==> src/rtl/dot_product_accumulator.sv <==
// dot_product_accumulator
//
// Sums LEN consecutive accepted 2N-bit unsigned products (the output of the
// upstream combinational multiplier) into one ACC_W-bit dot product. The
// finished value is offered on a valid/ready port. While it waits there, no
// new products are accepted.
//
// Ports:
//   clk        - clock, rising edge
//   reset      - synchronous, active-high reset; discards everything,
//                including a pending sum
//   clear      - synchronous abort of a partial accumulation; has no effect
//                while a completed sum is pending
//   in_valid   - product is valid this cycle
//   in_ready   - block accepts a product this cycle
//   product    - unsigned product, 2N bits
//   out_valid  - sum holds a completed dot product
//   out_ready  - downstream consumes sum this cycle
//   sum        - completed dot product, ACC_W bits
//   count      - products accepted in the current accumulation
module dot_product_accumulator #(
    parameter int N     = 8,
    parameter int LEN   = 4,
    parameter int ACC_W = 2 * N + $clog2(LEN)
) (
    input  logic                     clk,
    input  logic                     reset,
    input  logic                     clear,
    input  logic                     in_valid,
    output logic                     in_ready,
    input  logic [2*N-1:0]           product,
    output logic                     out_valid,
    input  logic                     out_ready,
    output logic [ACC_W-1:0]         sum,
    output logic [$clog2(LEN):0]     count
);

    localparam int CW = $clog2(LEN) + 1;

    localparam logic [0:0] ACCUM = 1'b0;
    localparam logic [0:0] HOLD  = 1'b1;

    localparam logic [CW-1:0] LAST_COUNT = CW'(LEN - 1);

    logic [0:0]       state_reg, state_next;
    logic [ACC_W-1:0] acc_reg, acc_next;
    logic [CW-1:0]    count_reg, count_next;
    logic [ACC_W-1:0] sum_reg, sum_next;

    logic             accept;
    logic [ACC_W-1:0] acc_plus;

    // in_ready depends only on registered state and clear, so there is no
    // combinational path from in_valid or out_ready.
    assign in_ready  = (state_reg == ACCUM) && !clear;
    assign out_valid = (state_reg == HOLD);
    assign sum       = sum_reg;
    assign count     = count_reg;

    assign accept   = in_valid && in_ready;
    assign acc_plus = acc_reg + ACC_W'(product);

    always_comb begin
        state_next = state_reg;
        acc_next   = acc_reg;
        count_next = count_reg;
        sum_next   = sum_reg;

        case (state_reg)
            ACCUM: begin
                if (clear) begin
                    acc_next   = '0;
                    count_next = '0;
                end else if (accept) begin
                    if (count_reg == LAST_COUNT) begin
                        // The LEN-th product closes the dot product. The
                        // accumulator restarts so the next vector begins
                        // cleanly after the handshake.
                        sum_next   = acc_plus;
                        acc_next   = '0;
                        count_next = '0;
                        state_next = HOLD;
                    end else begin
                        acc_next   = acc_plus;
                        count_next = count_reg + 1'b1;
                    end
                end
            end
            HOLD: begin
                // clear is deliberately ignored here. A completed sum is
                // only released by the downstream handshake or by reset.
                if (out_ready) begin
                    state_next = ACCUM;
                end
            end
            default: begin
                state_next = ACCUM;
            end
        endcase
    end

    always_ff @(posedge clk) begin
        if (reset) begin
            state_reg <= ACCUM;
            acc_reg   <= '0;
            count_reg <= '0;
            sum_reg   <= '0;
        end else begin
            state_reg <= state_next;
            acc_reg   <= acc_next;
            count_reg <= count_next;
            sum_reg   <= sum_next;
        end
    end

endmodule

==> config.mk <==
export PLATFORM = sky130hd
export DESIGN_NAME = dot_product_accumulator
export DESIGN_NICKNAME = d
export VERILOG_FILES = /design/src/rtl/dot_product_accumulator.sv
export SDC_FILE = /design/constraint.sdc
export NUM_CORES = 1
export LEC_CHECK = 0
export CORE_MARGIN = 1.5
export CORE_UTILIZATION = 48
export CTS_BUF_LIST = sky130_fd_sc_hd__clkbuf_8
export CTS_CLUSTER_DIAMETER = 60
export CTS_CLUSTER_SIZE = 40
export DETAILED_ROUTE_END_ITERATION = 6
export PLACE_DENSITY = 0.84
export SLEW_MARGIN = 20
export SYNTH_ARGS = -nofsm -noshare
export SYNTH_HDL_FRONTEND = slang
export SYNTH_SLANG_ARGS = --single-unit
==> constraint.sdc <==
create_clock -name clk -period 2.4 [get_ports clk]
set_input_delay 0.48 -clock clk [delete_from_list [all_inputs] [get_ports clk]]
set_output_delay 0.48 -clock clk [all_outputs]
set_load 0.01 [all_outputs]
==> results.json <==
{
  "status": "complete, no violations",
  "yosys.area.top_type_share": 0.360,
  "timing.reg2reg.setup_slack_ns": 0.17,
  "crit_path_max_fanout": 4,
  "dieWidth_um": 71.1,
  "period_share": 0.976,
  "area_growth_pct": 49.2,
  "hold_start": "sum[14]$_SDFFE_PP0P_",
  "worst-path-buf-inv": 1,
  "remaining_design_rule_violation_count": 0,
  "design_area_um2": 3320,
  "die_y_um": 71.1,
  "final.hold.worst_slack_ns": 0.454,
  "tritoncts": "built",
  "synth_enable_flop_cells": 0,
  "timing.critical_path.arrival_ns": 2.58,
  "power_density_nw_per_um2": 544,
  "cts_buffer_depth": 2,
  "worst_setup_hold_path_clk_slew_ns": 0.08,
  "criticalPathCategory": "in2reg",
  "grt_overflow": 0,
  "worstHoldPathCells": 2,
  "mostFrequentLayoutCells": "sky130_fd_sc_hd__buf_4 (46), sky130_fd_sc_hd__nand2_1 (40), sky130_fd_sc_hd__dfxtp_1 (40)",
  "reg2regPathDepth": 8,
  "worst_slew_pin_slew_ns": 0.458,
  "floorplan.rows": 24,
  "finalNonFillerCells": 405,
  "grt_start_max_net_pins": 21,
  "synthDominantAreaCellType": "sky130_fd_sc_hd__dfxtp_1",
  "buffer_ports.inserted": 43,
  "grt.total_usage": 0.252,
  "critical_path.max_stage_delay_ns": 0.48,
  "min_to": "sum[14]$_SDFFE_PP0P_",
  "synth_seq_area_share": 0.360,
  "yosys_most_used_dff": "sky130_fd_sc_hd__dfxtp_1",
  "min-delay-path-class": "reg2reg",
  "drive_gt1_frac": 0.210,
  "syn-cell-area_um2": 2230,
  "cp.required_ns": 2.64,
  "final_common_cell": "sky130_fd_sc_hd__buf_4",
  "timing.final.hold_violations": 0,
  "layout.filler_cells": 330,
  "regToRegStartpoint": "acc_reg[0]$_SDFFE_PP0P_",
  "place.gp.congestion": 0.893,
  "critical-path-slowest-cell": "sky130_fd_sc_hd__or4_1",
  "route.detailed.wl_per_inst_um": 16.4,
  "drt_pre_antenna_iters": 4,
  "final.setup_skew_ns": 0.00863,
  "critical-path-top-delay-family": "simple AND/OR/NAND/NOR gates",
  "grt_pass1_wl_um": 10200,
  "final-max-slew-violation-count": 0,
  "grt_pass1_vias": 2329,
  "cell_at_the_root_of_the_clock_tree": "sky130_fd_sc_hd__clkbuf_8",
  "h_tree_level_count": 2,
  "ys_seq_elements": 40,
  "report.final.setup_viol": 0,
  "critPathCaptureType": "register",
  "synth_cell_types": 48,
  "yosys_warning_total": 0,
  "crit_path_cell_trace": "clkdlybuf4s50_1, ha_1, nand2_1, a21oi_2, a41oi_2, o31a_1, or4_1, nand3_1",
  "finalWorstSetupSlack_ns": 0.0565,
  "layout_min_cycle_time_ns": 2.34,
  "detailedPlace.worstSlack_ns": -0.436,
  "dr.first_iter.drc_count": 153,
  "antenna_left": 0,
  "capturing_point_of_the_worst_reg2reg_path": "sum[16]$_SDFFE_PP0P_",
  "synthesis.area_per_instance_um2": 8.37,
  "post-dp-hpwl_um": 4450,
  "vias_per_cell": 5.81,
  "design.portCount": 44,
  "die_area_um2": 5060,
  "p_leak_nw": 1.37,
  "start_kind": "primary input",
  "synth-async-reset-ratio": 0,
  "maximum_clock_frequency_ghz": 0.427,
  "synth_fp_nets": 305,
  "cts_hold_buffers": 0,
  "synth.area.top_cells": "sky130_fd_sc_hd__dfxtp_1 (36%), sky130_fd_sc_hd__ha_1 (9.6%), sky130_fd_sc_hd__a21oi_1 (7.9%)",
  "antenna_found_initial": 0,
  "place_inst": 393,
  "placedInstanceArea_um2": 3020,
  "tritoncts_num_sinks": 40,
  "cts-buffers-inserted": 5,
  "route.vias.total": 2353,
  "design.core.area_um2": 4410,
  "vdd.ir_drop.worst_v": 0.000435,
  "num_antenna_cells": 0,
  "starting_density": 0.505,
  "fin_nets": 391,
  "insertion_delay_ns": 0.30,
  "routed_wl_um": 6660,
  "maxCapViolations": 0,
  "setup_tns_ns": 0,
  "slew_headroom": 0.692,
  "netlist_instances": 266
}
## stage by stage
stage               total power [mW]  utilization
global route                    1.86        0.753
CTS                             1.78        0.725
detailed placement              1.01        0.684
finish                          1.81        0.753
global placement                1.01        0.684
floorplan                      0.873            -
## cell usage after synthesis (all sizes together) (5+ instances only)
cell type,n
a211oi,7
a21oi,35
a22o,8
a22oi,6
clkbuf,8
dfxtp,40
ha,17
nand2,40
nand2b,5
nor2,18
o211ai,5
o21ai,14
xnor2,11
## layer usage
| metal | track usage | vias to the layer above | wire length [um] |
|---|---|---|---|
| met1 | 0.289 | 1133 | 2830 |
| met4 | 0.0839 | 0 | 109 |
| met2 | 0.462 | 65 | 3450 |
| met5 | 0 | - | 0 |
| li1 | - | 1142 | - |
| met3 | 0.0541 | 13 | 274 |
## what timing repair did
item | 4_1_cts | 5_1_grt
pin swaps | 3 | 13
buffers inserted | 1 | 3
setup endpoints to repair | 9 | 15
resized for setup | 3 | 22
## power breakdown
group	switching [mW]	internal, mW
Sequential	0.0106	0.677
Clock	0.250	0.520
Combinational	0.173	0.178
Total	0.434	1.37
## worst max-delay path by stage
stage               depth (start not counted)                       end        from
finish                                      8      sum[16]$_SDFFE_PP0P_  product[9]
detailed placement                          9      sum[14]$_SDFFE_PP0P_  product[0]
floorplan                                   8      sum[14]$_SDFFE_PP0P_  product[0]
global placement                            9      sum[14]$_SDFFE_PP0P_  product[0]
global route                               10  acc_reg[17]$_SDFFE_PP0P_  product[6]
CTS                                         9      sum[16]$_SDFFE_PP0P_  product[0]
## layout make-up
cell class / instances / area (um^2) / share of cell area
multi-input combinational: 211 / 1470 / 0.443
timing repair buffer: 90 / 811 / 0.244
sequential: 40 / 801 / 0.241
clock inverter: 3 / 90.1 / 0.0271
clock buffer: 5 / 68.8 / 0.0207
tap: 52 / 65.1 / 0.0196
inverter: 4 / 15.0 / 0.00452
## logic make-up (layout without fill, tap and decap cells)
family | Yosys count | in the layout | synth area share
adder cells (fa/ha/maj) | 18 | 18 | 0.104
multiplexers | 1 | 1 | 0.00449
buffers and inverters | 15 | 102 | 0.0264
AND/OR/NAND/NOR | 82 | 82 | 0.167
AO/OA/AOI/OAI | 96 | 96 | 0.283
XOR/XNOR | 14 | 14 | 0.0551
flip-flops | 40 | 40 | 0.360
## tightest hold or removal path, cell delays in order (launching register included)
cell                      delay [ns]
sky130_fd_sc_hd__dfxtp_1        0.31
sky130_fd_sc_hd__nand2_1        0.05
sky130_fd_sc_hd__a21oi_1        0.05
Power figures use the tool's default switching activity.
